File: src/rtl/aes_pkg.sv
// Shared types and constants for the AES decrypt scheduler: FSM encoding,
// block width and the FIPS-197 AES-128 reference vector.
package aes_pkg;

  localparam int BLOCK_W = 128;

  typedef enum logic [1:0] {
    ST_IDLE    = 2'd0,
    ST_LOAD    = 2'd1,
    ST_RUN     = 2'd2,
    ST_DELIVER = 2'd3
  } state_e;

  localparam logic [BLOCK_W-1:0] FIPS_KEY = 128'h000102030405060708090a0b0c0d0e0f;
  localparam logic [BLOCK_W-1:0] FIPS_CT  = 128'h69c4e0d86a7b0430d8cdb78070b4c55a;
  localparam logic [BLOCK_W-1:0] FIPS_PT  = 128'h00112233445566778899aabbccddeeff;

endpackage

File: src/rtl/aes_dec_sched_if.sv
// Requester, core-sequencing and result buses of the AES decrypt scheduler.
// slave is the scheduler's view, master is the surrounding system's view.
interface aes_dec_sched_if;
  import aes_pkg::*;

  logic               req0_valid;
  logic [BLOCK_W-1:0] req0_data;
  logic               req0_ready;
  logic               req1_valid;
  logic [BLOCK_W-1:0] req1_data;
  logic               req1_ready;
  logic [BLOCK_W-1:0] core_data_in;
  logic               core_rst;
  logic               core_en;
  logic               core_done;
  logic [BLOCK_W-1:0] core_data_out;
  logic               out_valid;
  logic               out_ready;
  logic [BLOCK_W-1:0] out_data;
  logic               out_id;
  logic               out_err;

  modport slave (
    input  req0_valid, req0_data, req1_valid, req1_data,
    input  core_done, core_data_out, out_ready,
    output req0_ready, req1_ready, core_data_in, core_rst, core_en,
    output out_valid, out_data, out_id, out_err
  );

  modport master (
    output req0_valid, req0_data, req1_valid, req1_data,
    output core_done, core_data_out, out_ready,
    input  req0_ready, req1_ready, core_data_in, core_rst, core_en,
    input  out_valid, out_data, out_id, out_err
  );

endinterface

File: src/rtl/rr_arb2.sv
// Two-way round-robin grant. ptr_q names the preferred requester and flips to
// the opposite of whoever was just granted.
module rr_arb2 (
  input  logic       clk,
  input  logic       rst,
  input  logic [1:0] req_i,
  input  logic       accept_i,
  output logic [1:0] gnt_o,
  output logic       gnt_id_o
);

  logic ptr_q;
  logic ptr_d;

  always_comb begin
    gnt_id_o = req_i[ptr_q] ? ptr_q : ~ptr_q;
    gnt_o    = 2'b00;
    if (|req_i) gnt_o = gnt_id_o ? 2'b10 : 2'b01;
    ptr_d    = (accept_i && |req_i) ? ~gnt_id_o : ptr_q;
  end

  always_ff @(posedge clk or posedge rst) begin
    if (rst) ptr_q <= 1'b0;
    else     ptr_q <= ptr_d;
  end

endmodule

File: src/rtl/aes_dec_sched.sv
// Arbitrates two requesters onto one multi-cycle AES inverse-cipher core,
// sequencing restart/enable per job with a watchdog on hung jobs.
module aes_dec_sched
  import aes_pkg::*;
#(
  parameter int Nr         = 10,
  parameter int MAX_CYCLES = 64,
  parameter int CW         = 7
) (
  input  logic           clk,
  input  logic           rst,
  aes_dec_sched_if.slave bus
);

  // A healthy core needs 4*Nr+1 enabled cycles; never let the watchdog cut that short.
  localparam int            CORE_LAT = 4 * Nr + 1;
  localparam int            WD_LIMIT = (MAX_CYCLES > CORE_LAT) ? MAX_CYCLES : CORE_LAT + 1;
  localparam logic [CW-1:0] CNT_LAST = CW'(WD_LIMIT - 1);

  state_e             state_q;
  logic [BLOCK_W-1:0] core_data_q;
  logic [BLOCK_W-1:0] out_data_q;
  logic               core_en_q;
  logic               out_valid_q;
  logic               out_id_q;
  logic               out_err_q;
  logic [CW-1:0]      cnt_q;

  logic [1:0] gnt;
  logic       gnt_id;
  logic       idle;
  logic       accept;

  assign idle   = (state_q == ST_IDLE);
  assign accept = idle && (bus.req0_valid || bus.req1_valid);

  rr_arb2 u_arb (
    .clk      (clk),
    .rst      (rst),
    .req_i    ({bus.req1_valid, bus.req0_valid}),
    .accept_i (accept),
    .gnt_o    (gnt),
    .gnt_id_o (gnt_id)
  );

  assign bus.req0_ready   = idle && gnt[0];
  assign bus.req1_ready   = idle && gnt[1];
  assign bus.core_rst     = rst || (state_q == ST_LOAD);
  assign bus.core_en      = core_en_q;
  assign bus.core_data_in = core_data_q;
  assign bus.out_valid    = out_valid_q;
  assign bus.out_data     = out_data_q;
  assign bus.out_id       = out_id_q;
  assign bus.out_err      = out_err_q;

  always_ff @(posedge clk or posedge rst) begin
    if (rst) begin
      state_q     <= ST_IDLE;
      core_data_q <= '0;
      core_en_q   <= 1'b0;
      cnt_q       <= '0;
      out_valid_q <= 1'b0;
      out_data_q  <= '0;
      out_id_q    <= 1'b0;
      out_err_q   <= 1'b0;
    end else begin
      case (state_q)
        ST_IDLE: begin
          if (accept) begin
            core_data_q <= gnt_id ? bus.req1_data : bus.req0_data;
            out_id_q    <= gnt_id;
            state_q     <= ST_LOAD;
          end
        end
        // core_rst is high for this one cycle, flushing any stale done
        ST_LOAD: begin
          cnt_q     <= '0;
          core_en_q <= 1'b1;
          state_q   <= ST_RUN;
        end
        ST_RUN: begin
          cnt_q <= cnt_q + CW'(1);
          if (bus.core_done) begin
            out_data_q  <= bus.core_data_out;
            out_err_q   <= 1'b0;
            core_en_q   <= 1'b0;
            out_valid_q <= 1'b1;
            state_q     <= ST_DELIVER;
          end else if (cnt_q == CNT_LAST) begin
            out_data_q  <= '0;
            out_err_q   <= 1'b1;
            core_en_q   <= 1'b0;
            out_valid_q <= 1'b1;
            state_q     <= ST_DELIVER;
          end
        end
        ST_DELIVER: begin
          if (bus.out_ready) begin
            out_valid_q <= 1'b0;
            state_q     <= ST_IDLE;
          end
        end
        default: state_q <= ST_IDLE;
      endcase
    end
  end

endmodule
File: src/flat_wrapper.sv
// flat-port wrapper written by rule: the top's interface ports become plain ports
module aes_dec_sched_flat import aes_pkg::*;
#(
  parameter int Nr         = 10,
  parameter int MAX_CYCLES = 64,
  parameter int CW         = 7
)
  (clk, rst, bus_req0_valid, bus_req0_data, bus_req1_valid, bus_req1_data, bus_core_done, bus_core_data_out, bus_out_ready, bus_req0_ready, bus_req1_ready, bus_core_data_in, bus_core_rst, bus_core_en, bus_out_valid, bus_out_data, bus_out_id, bus_out_err);
  aes_dec_sched_if bus_i ();
  input  logic clk;
  input  logic rst;
  input wire logic [$bits(bus_i.req0_valid)-1:0] bus_req0_valid;
  input wire logic [$bits(bus_i.req0_data)-1:0] bus_req0_data;
  input wire logic [$bits(bus_i.req1_valid)-1:0] bus_req1_valid;
  input wire logic [$bits(bus_i.req1_data)-1:0] bus_req1_data;
  input wire logic [$bits(bus_i.core_done)-1:0] bus_core_done;
  input wire logic [$bits(bus_i.core_data_out)-1:0] bus_core_data_out;
  input wire logic [$bits(bus_i.out_ready)-1:0] bus_out_ready;
  output wire logic [$bits(bus_i.req0_ready)-1:0] bus_req0_ready;
  output wire logic [$bits(bus_i.req1_ready)-1:0] bus_req1_ready;
  output wire logic [$bits(bus_i.core_data_in)-1:0] bus_core_data_in;
  output wire logic [$bits(bus_i.core_rst)-1:0] bus_core_rst;
  output wire logic [$bits(bus_i.core_en)-1:0] bus_core_en;
  output wire logic [$bits(bus_i.out_valid)-1:0] bus_out_valid;
  output wire logic [$bits(bus_i.out_data)-1:0] bus_out_data;
  output wire logic [$bits(bus_i.out_id)-1:0] bus_out_id;
  output wire logic [$bits(bus_i.out_err)-1:0] bus_out_err;
  assign bus_i.req0_valid = bus_req0_valid;
  assign bus_i.req0_data = bus_req0_data;
  assign bus_i.req1_valid = bus_req1_valid;
  assign bus_i.req1_data = bus_req1_data;
  assign bus_i.core_done = bus_core_done;
  assign bus_i.core_data_out = bus_core_data_out;
  assign bus_i.out_ready = bus_out_ready;
  assign bus_req0_ready = bus_i.req0_ready;
  assign bus_req1_ready = bus_i.req1_ready;
  assign bus_core_data_in = bus_i.core_data_in;
  assign bus_core_rst = bus_i.core_rst;
  assign bus_core_en = bus_i.core_en;
  assign bus_out_valid = bus_i.out_valid;
  assign bus_out_data = bus_i.out_data;
  assign bus_out_id = bus_i.out_id;
  assign bus_out_err = bus_i.out_err;
  aes_dec_sched #(.Nr(Nr), .MAX_CYCLES(MAX_CYCLES), .CW(CW)) u_core (.clk(clk), .rst(rst), .bus(bus_i));
endmodule
File: config.mk
export PLATFORM = sky130hd
export DESIGN_NAME = aes_dec_sched_flat
export DESIGN_NICKNAME = d
export VERILOG_FILES = /design/src/rtl/aes_pkg.sv /design/src/rtl/aes_dec_sched_if.sv /design/src/rtl/rr_arb2.sv /design/src/rtl/aes_dec_sched.sv /design/src/flat_wrapper.sv
export SDC_FILE = /design/constraint.sdc
export NUM_CORES = 1
export LEC_CHECK = 0
export CORE_AREA = 2 2 255 257
export CTS_BUF_LIST = sky130_fd_sc_hd__clkbuf_8
export DETAILED_ROUTE_END_ITERATION = 12
export DIE_AREA = 0 0 257 259
export PLACE_DENSITY = 0.44
export SYNTH_ARGS = -nofsm -noshare
export SYNTH_HDL_FRONTEND = slang
export SYNTH_SLANG_ARGS = --single-unit
File: constraint.sdc
create_clock -name clk -period 11.13 [get_ports clk]
set_input_delay 3.339 -clock clk [delete_from_list [all_inputs] [get_ports clk]]
set_output_delay 3.339 -clock clk [all_outputs]
set_load 0.1 [all_outputs]
==> summary.txt, run 1 <==
Floorplan
  – Die extent in y: roughly 260 µm
  – Initial Util: 0.1650
  – Boundary Pins: ~650
  – Core region area: between 60000 and 70000 µm²
  – Die area: approximately 67000 µm²
  – # rows: 93
  – Die width: around 260 µm

Setup path
  – RR Startpoint: u_core.state_q[0]$_DFFE_PP0P_
  – CP Max Fanout: 4
  – Crit Path Category: input port to primary output
  – CP startpoint: bus_req0_valid
  – WP data arrival: between 5 and 6 ns
  – CP Capture Type: primary output
  – Critical Path Start Type: input port
  – Worst Path Required: ~7.8 ns

STA
  – Max Slew Vio Count: 0
  – RSZ-0062 raised after global routing: false
  – Period utilization: 0.7909
  – Final min period: slightly below 9 ns
  – Final hold vios: 0
  – Worst-Margin Slew: roughly 1.1 ns
  – Relative slew slack: 0.2693
  – Final setup viols: 0
  – Setup TNS Final: 0 ns
  – Fin Clk Skew: between 0.02 and 0.03 ns
  – Fmax: between 100 and 150 MHz

CTS
  – Gates resized, CTS repair: 0
  – CTS Buf Count: 54
  – Clock latency on the worst-skew pair: slightly above 0.6 ns
  – Post-CTS setup buffer count: 0
  – CTS tree: built
  – H-tree depth: 2
  – Clock transition at the register clock pins on the worst setup and hold paths after CTS: around 0.050 ns
  – Clock Sinks: 270
  – Root buf cell: clkbuf_8
  – Hold buffers post-CTS: 0
  – Clock Tree Buf Depth: 3

Global route
  – Number of global-route vias before repair: 10310
  – First-pass GRT wire length: approximately 66 mm
  – Grt total ovfl: 0
  – GR Util All Layers: 0.1295
  – Initial antenna violation count: 5
  – Largest net degree at the start of global routing: between 100 and 150

Worst hold path
  – Worst Hold Launch: u_core.bus.core_data_in[82]$_DFFE_PP0P_
  – Worst min path class: flip-flop to flip-flop

Synthesis
  – Synth top area share: 0.6410
  – Post-synth EDFFs: 0
  – Syn Nets: roughly 1200
  – Ys async rst share: 1.000
  – Yosys synthesis warning count: 0
  – Post-synthesis cell type count: 34
  – Avg Cell Area, Syn: ~13 µm²
  – Flop and latch count out of synthesis: between 200 and 300
  – Post-Syn Area: approximately 11000 µm²
  – Register area share after synthesis: 0.6410
  – Leading area contributor after synthesis: dfrtp_1
  – Main flop type after synthesis: dfrtp_1
  – Synth Instances: slightly below 800
  – Top cells by area, synth: dfrtp_1 (64%), a222oi_1 (12%), a22o_1 (11%)

Drt
  – Vias: approximately 9700
  – Vias per inst: slightly above 4
  – Post-DR wirelength/cell: 19.30 µm
  – Final ANT Viol Nets: 0
  – # DRC: 0
  – DRT Wirelength: ~45 mm
  – DR pass1 iterations: 9
  – Initial DRC Count: ~900

Cells and area
  – Share of layout cells above drive strength 1: 0.06892
  – Most common cell after layout, fill and taps aside: clkdlybuf4s50_1
  – Fillcell total: between 6000 and 7000
  – Final Net Count: ~1800
  – Multi-input logic area: between 2000 and 3000 µm²
  – Commonest non-fill, non-tap cells in the layout: clkdlybuf4s50_1 (652), dfrtp_1 (270), inv_1 (147), a22o_1 (130), a222oi_1 (128)
  – Register area: just under 7000 µm²
  – Layout area overhead: 79.81%

Job
  – Max_cap viols: 0

Place
  – Detailed placer's ending HPWL: 31.33 mm
  – Routability cong.: roughly 0.77
  – PortBufs: ~650

Status
  – Outcome: finished, final reports clean
registers in the layout, summed over array words and instances, names as in the netlist:
register,count
u_core.bus.core_data_in,128
u_core.u_arb.ptr_q,1
u_core.bus.core_en,1
u_core.bus.out_data,128
u_core.cnt_q,7
u_core.state_q,2
u_core.bus.out_id,1
u_core.bus.out_valid,1
u_core.bus.out_err,1
area by class of cell:
cell class              count  share of cell area
multi-input cells         318              0.1493
inverters                 136             0.02733
diodes                      2           0.0002641
repair buffers            662              0.3490
flip-flops and latches    270              0.3565
clock buffers              74             0.05374
well taps                 855             0.05645
clock inverters            20            0.007394
routing by layer:
layer  up-vias  GRT usage  wire length, µm  share of wire
li1       4341          -                -              -
met3        63    0.05390             4568           0.10
met1      4749     0.1434            16700           0.37
met5         -          0               40        0.00089
met2       523     0.2253            22730           0.50
met4         6    0.04070             1063          0.024
critical path, cell delays in order:
cell,delay (ns)
clkdlybuf4s50_1,0.61
nand2_1,0.13
a21oi_4,0.15
clkdlybuf4s50_1,1.22
stage by stage:
step           utilization  std cells  setup WS, ns  hold WS (ns)  cell area, µm²
6_report            0.2967       2337         2.327        0.4901           18950
5_1_grt             0.2967       2337         2.233        0.5072           18950
4_1_cts             0.2966       2335         2.275        0.4924           18950
3_5_place_dp        0.2785       2241         2.286        0.4769           17790
3_3_place_gp        0.2785       2241         2.275        0.4738           17790
2_1_floorplan            -        796        0.3523        0.4937           10540
worst paths after layout:
path,end,slack (ns),cells after the start
setup / recovery,bus_req0_ready,2.33,4
hold / removal,u_core.bus.core_data_in[82]$_DFFE_PP0P_,0.49,2
setup reg to reg,u_core.bus.core_data_in[121]$_DFFE_PP0P_,8.07,8
hold reg to reg,u_core.bus.core_data_in[82]$_DFFE_PP0P_,0.49,2
max in group asynchronous,u_core.bus.core_data_in[90]$_DFFE_PP0P_,6.56,3
min in group asynchronous,u_core.bus.out_valid$_DFFE_PP0P_,3.23,2
cells in the mapped netlist (3+ instances only):
cell	number
ha_1	5
clkbuf_1	19
nand3_1	4
a22o_1	130
buf_6	3
a222oi_1	128
buf_8	10
nor2_1	6
inv_1	136
o21ai_0	5
buf_2	37
a21oi_1	4
nand2_1	14
dfrtp_1	270
kinds of logic after synthesis:
kind of cell	share of synthesized area
and+or+nand+nor	0.01567
muxes	0.002018
AOI/OAI and AO/OA	0.2425
buffers and inverters	0.09283
DFF	0.6410
adders and majority gates	0.005935
Power of run 1 is left out: the tool's default activity adds up to more than one toggle a clock period on the data nets, which glitch-free logic cannot reach.
==> inputs of run 2 (changes only) <==
- PLACE_DENSITY: 0.44 -> 0.42
- clock period: 11.13 -> 9.1 ns (I/O delays scaled with it)
==> summary.txt, run 2 (synthesis gave the netlist of run 1 again) <==
STA
  – RSZ-0062 raised after global routing: false
  – Fmax: roughly 140 MHz
  – Final min period: around 7.2 ns
  – Max Slew Vio Count: 0
  – Setup TNS Final: 0 ns
  – Period utilization: 0.7948
  – Worst-Margin Slew: about 1.1 ns
  – Hold_ws: slightly below 0.5 ns
  – Final setup viols: 0
  – Fin Clk Skew: about 0.026 ns
  – Final hold vios: 0
  – Relative slew slack: 0.2597

Worst hold path
  – Worst min path class: flip-flop to flip-flop

CTS
  – CTS tree: built
  – Clock transition at the register clock pins on the worst setup and hold paths after CTS: 0.06 ns
  – H-tree depth: 2
  – Gates resized, CTS repair: 0
  – Hold buffers post-CTS: 0
  – Clock Sinks: 270
  – Clock Tree Buf Depth: 3
  – Post-CTS setup buffer count: 0
  – CTS Buf Count: 54
  – Root buf cell: clkbuf_8
  – Clock latency on the worst-skew pair: between 0.6 and 0.7 ns

Drt
  – Vias per inst: ~4.1
  – # DRC: 0
  – Post-DR wirelength/cell: between 15 and 20 µm
  – Final ANT Viol Nets: 0
  – Vias: 9670
  – Initial DRC Count: roughly 900
  – DRT Wirelength: 46.74 mm
  – DR pass1 iterations: 10

Global route
  – Initial antenna violation count: 7
  – GR Util All Layers: 0.1335
  – Number of global-route vias before repair: between 10000 and 15000
  – First-pass GRT wire length: just under 70 mm
  – Grt total ovfl: 0
  – Largest net degree at the start of global routing: around 140

Floorplan
  – Boundary Pins: between 600 and 700
  – Initial Util: 0.1650
  – Die width: 257 µm
  – Core region area: 63880 µm²
  – # rows: 93
  – Die extent in y: 259 µm
  – Die area: between 60000 and 70000 µm²

Setup path
  – Worst Path Required: between 6 and 7 ns
  – Critical Path Start Type: input port
  – CP Max Fanout: 2
  – CP Capture Type: primary output
  – WP data arrival: ~4.5 ns
  – Crit Path Category: input port to primary output

Cells and area
  – Fillcell total: approximately 6500
  – Final Net Count: approximately 1800
  – Share of layout cells above drive strength 1: 0.07196
  – Most common cell after layout, fill and taps aside: clkdlybuf4s50_1
  – Post-layout util: 0.2981
  – Commonest non-fill, non-tap cells in the layout: clkdlybuf4s50_1 (650), dfrtp_1 (270), inv_1 (151), a22o_1 (130), a222oi_1 (128)
  – Layout area overhead: 80.66%

Place
  – Routability cong.: between 0.8 and 0.9
  – Detailed placer's ending HPWL: between 30 and 40 mm
  – PortBufs: 652

Job
  – Max_cap viols: 0

Status
  – Outcome: finished, final reports clean
## run 2: cell count changes in the layout (fill, tap and decap cells not counted), sizes merged
cell           before  now
clkinvlp            2    5
bufinv              2    6
buf                10   11
clkdlybuf4s50     652  650
diode               2    5
inv               148  152
clkbuf             74   66
clkinv              4    9
## run 2: worst paths after layout
kind | from | end | slack, ns | cells past startpoint
worst max-delay path | rst | bus_core_rst | 1.87 | 3
worst min-delay path | u_core.bus.core_data_in[120]$_DFFE_PP0P_ | u_core.bus.core_data_in[120]$_DFFE_PP0P_ | 0.49 | 2
worst min register to register | u_core.bus.core_data_in[120]$_DFFE_PP0P_ | u_core.bus.core_data_in[120]$_DFFE_PP0P_ | 0.49 | 2
max in group asynchronous | rst | u_core.bus.out_data[60]$_DFFE_PP0P_ | 4.90 | 4
min in group asynchronous | rst | u_core.bus.core_data_in[75]$_DFFE_PP0P_ | 2.72 | 3
worst max register to register | u_core.state_q[0]$_DFFE_PP0P_ | u_core.bus.core_data_in[13]$_DFFE_PP0P_ | 6.09 | 8
## run 2: stage by stage
| step | cell area (µm²) | cells | worst slack (ns) |
|---|---|---|---|
| 3_5_place_dp | 17800 | 2240 | 1.866 |
| 4_1_cts | 19030 | 2342 | 1.857 |
| 2_1_floorplan | 10540 | 796 | 2.418 |
| 3_3_place_gp | 17800 | 2240 | 1.858 |
| 5_1_grt | 19040 | 2347 | 1.833 |
| 6_report | 19040 | 2347 | 1.867 |
## run 2: cell type report
class / count / area [µm²] / share of cell area
flip-flops and latches: 270 / 6756 / 0.3548
repair buffers: 661 / 6626 / 0.3480
multi-input cells: 318 / 2830 / 0.1486
well taps: 855 / 1070 / 0.05618
clock buffers: 66 / 908.4 / 0.04770
inverters: 136 / 514.2 / 0.02701
clock inverters: 36 / 324.1 / 0.01702
diodes: 5 / 12.51 / 0.0006571
## run 2: routing by layer
metal,share of wire,up-vias,GRT usage
li1,-,4354,-
met1,0.38,4782,0.1578
met2,0.51,444,0.2267
met3,0.074,88,0.03749
met4,0.033,2,0.05733
met5,0.00034,-,0
## run 2: worst max-delay path, stage by stage
cell             delay, ns
clkdlybuf4s50_1       0.52
or2_2                 0.13
clkdlybuf4s50_1       1.12
Power of run 2 is left out for the same reason.
==> inputs of run 3 (changes only) <==
- PLACE_DENSITY: 0.42 -> 0.44
- clock period: 9.1 -> 6.4 ns (I/O delays scaled with it)
==> summary.txt, run 3 (synthesis gave the netlist of run 1 again) <==
Status
  – Outcome: finished, final reports clean

Place
  – Detailed placer's ending HPWL: 32.71 mm
  – PortBufs: roughly 650
  – Routability cong.: between 0.8 and 0.9

Floorplan
  – Core region area: between 60000 and 70000 µm²
  – Initial Util: 0.1650
  – # rows: 93
  – Die width: roughly 260 µm
  – Boundary Pins: ~650
  – Die area: 66560 µm²
  – Die extent in y: between 200 and 300 µm

CTS
  – Root buf cell: clkbuf_8
  – Post-CTS setup buffer count: 0
  – CTS Buf Count: 53
  – CTS tree: built
  – Clock Tree Buf Depth: 3
  – H-tree depth: 2
  – Clock Sinks: 270
  – Gates resized, CTS repair: 0
  – Clock latency on the worst-skew pair: roughly 0.62 ns
  – Clock transition at the register clock pins on the worst setup and hold paths after CTS: ~0.060 ns
  – Hold buffers post-CTS: 0

Cells and area
  – Final Net Count: ~1800
  – Register area: 6756 µm²
  – Layout area overhead: 79.63%
  – Fillcell total: ~6400
  – Commonest non-fill, non-tap cells in the layout: clkdlybuf4s50_1 (649), dfrtp_1 (270), inv_1 (151), a22o_1 (130), a222oi_1 (128)
  – Multi-input logic area: between 2000 and 3000 µm²
  – Share of layout cells above drive strength 1: 0.07013
  – Most common cell after layout, fill and taps aside: clkdlybuf4s50_1

Global route
  – Initial antenna violation count: 7
  – GR Util All Layers: 0.1370
  – Grt total ovfl: 0
  – Number of global-route vias before repair: 10510
  – First-pass GRT wire length: 69.49 mm
  – Largest net degree at the start of global routing: 130

STA
  – Final hold vios: 0
  – Fmax: 198.8 MHz
  – Period utilization: 0.7858
  – Final min period: around 5 ns
  – Hold_ws: between 0.4 and 0.5 ns
  – Max Slew Vio Count: 0
  – Final setup viols: 0
  – Setup TNS Final: 0 ns
  – Worst-Margin Slew: between 1 and 1.5 ns
  – Relative slew slack: 0.2130
  – RSZ-0062 raised after global routing: false
  – Fin Clk Skew: about 0.021 ns

Drt
  – DRT Wirelength: between 40 and 50 mm
  – Initial DRC Count: approximately 940
  – # DRC: 0
  – Top Layer Used: met5
  – Final ANT Viol Nets: 0
  – Post-DR wirelength/cell: just over 20 µm
  – Metal-1 WL: between 15 and 20 mm
  – Met3 wire length: about 4.6 mm
  – Met2 wire len: around 23 mm
  – Vias: 9796
  – Vias per inst: around 4.2
  – DR pass1 iterations: 8

Job
  – Max_cap viols: 0

Setup path
  – WP data arrival: a little over 3 ns
  – Crit Path Category: input port to primary output
  – Critical Path Start Type: input port
  – Worst Path Required: 4.48 ns
  – CP Capture Type: primary output
  – CP Max Fanout: 4

Worst hold path
  – Worst min path class: flip-flop to flip-flop
## run 3: changes by cell type in the layout (fill, tap and decap cells not counted)
cell,delta
buf_12,+4
buf_4,-2
bufinv_16,-6
clkbuf_8,+3
clkdlybuf4s50_1,-1
clkinv_2,+2
clkinvlp_4,-4
diode_2,-2
## run 3: critical path: stages
cell,delay (ns)
clkdlybuf4s50_1,0.63
nand2_1,0.14
a21oi_4,0.20
buf_12,0.20
## run 3: final cells by class
cell class	count	share of cell area
Antenna cell	3	0.0003965
Clock buffer	69	0.05016
Clock inverter	28	0.006542
Inverter	136	0.02716
Multi-Input combinational cell	318	0.1495
Sequential cell	270	0.3569
Tap cell	855	0.05650
Timing Repair Buffer	662	0.3529
## run 3: path summary, 6_finish.rpt
check                      cells past startpoint                                     start                                       end  slack (ns)
max                                            4                            bus_req0_valid                            bus_req0_ready        1.37
min                                            2  u_core.bus.core_data_in[101]$_DFFE_PP0P_  u_core.bus.core_data_in[101]$_DFFE_PP0P_        0.49
max in group asynchronous                      3                                       rst   u_core.bus.core_data_in[20]$_DFFE_PP0P_        3.50
max reg2reg                                    8             u_core.state_q[0]$_DFFE_PP0P_   u_core.bus.core_data_in[88]$_DFFE_PP0P_        3.26
min in group asynchronous                      2                                       rst        u_core.bus.out_data[6]$_DFFE_PP0P_        1.79
min reg2reg                                    2  u_core.bus.core_data_in[101]$_DFFE_PP0P_  u_core.bus.core_data_in[101]$_DFFE_PP0P_        0.49
## run 3: stage by stage
stage	instance area [µm²]	setup slack [ns]	utilization	cells
after CTS	18930	1.321	0.2963	2338
final	18930	1.371	0.2964	2341
after global routing	18930	1.316	0.2964	2341
after detailed placement	17850	1.327	0.2795	2241
after global placement	17850	1.347	0.2795	2241
after floorplan	10540	0.9126	-	796
## run 3: routing by layer
layer | vias up | GRT usage
li1 | 4348 | -
met1 | 4759 | 0.1569
met2 | 588 | 0.2297
met3 | 99 | 0.05058
met4 | 2 | 0.05814
met5 | - | 0
Power of run 3 is left out for the same reason.
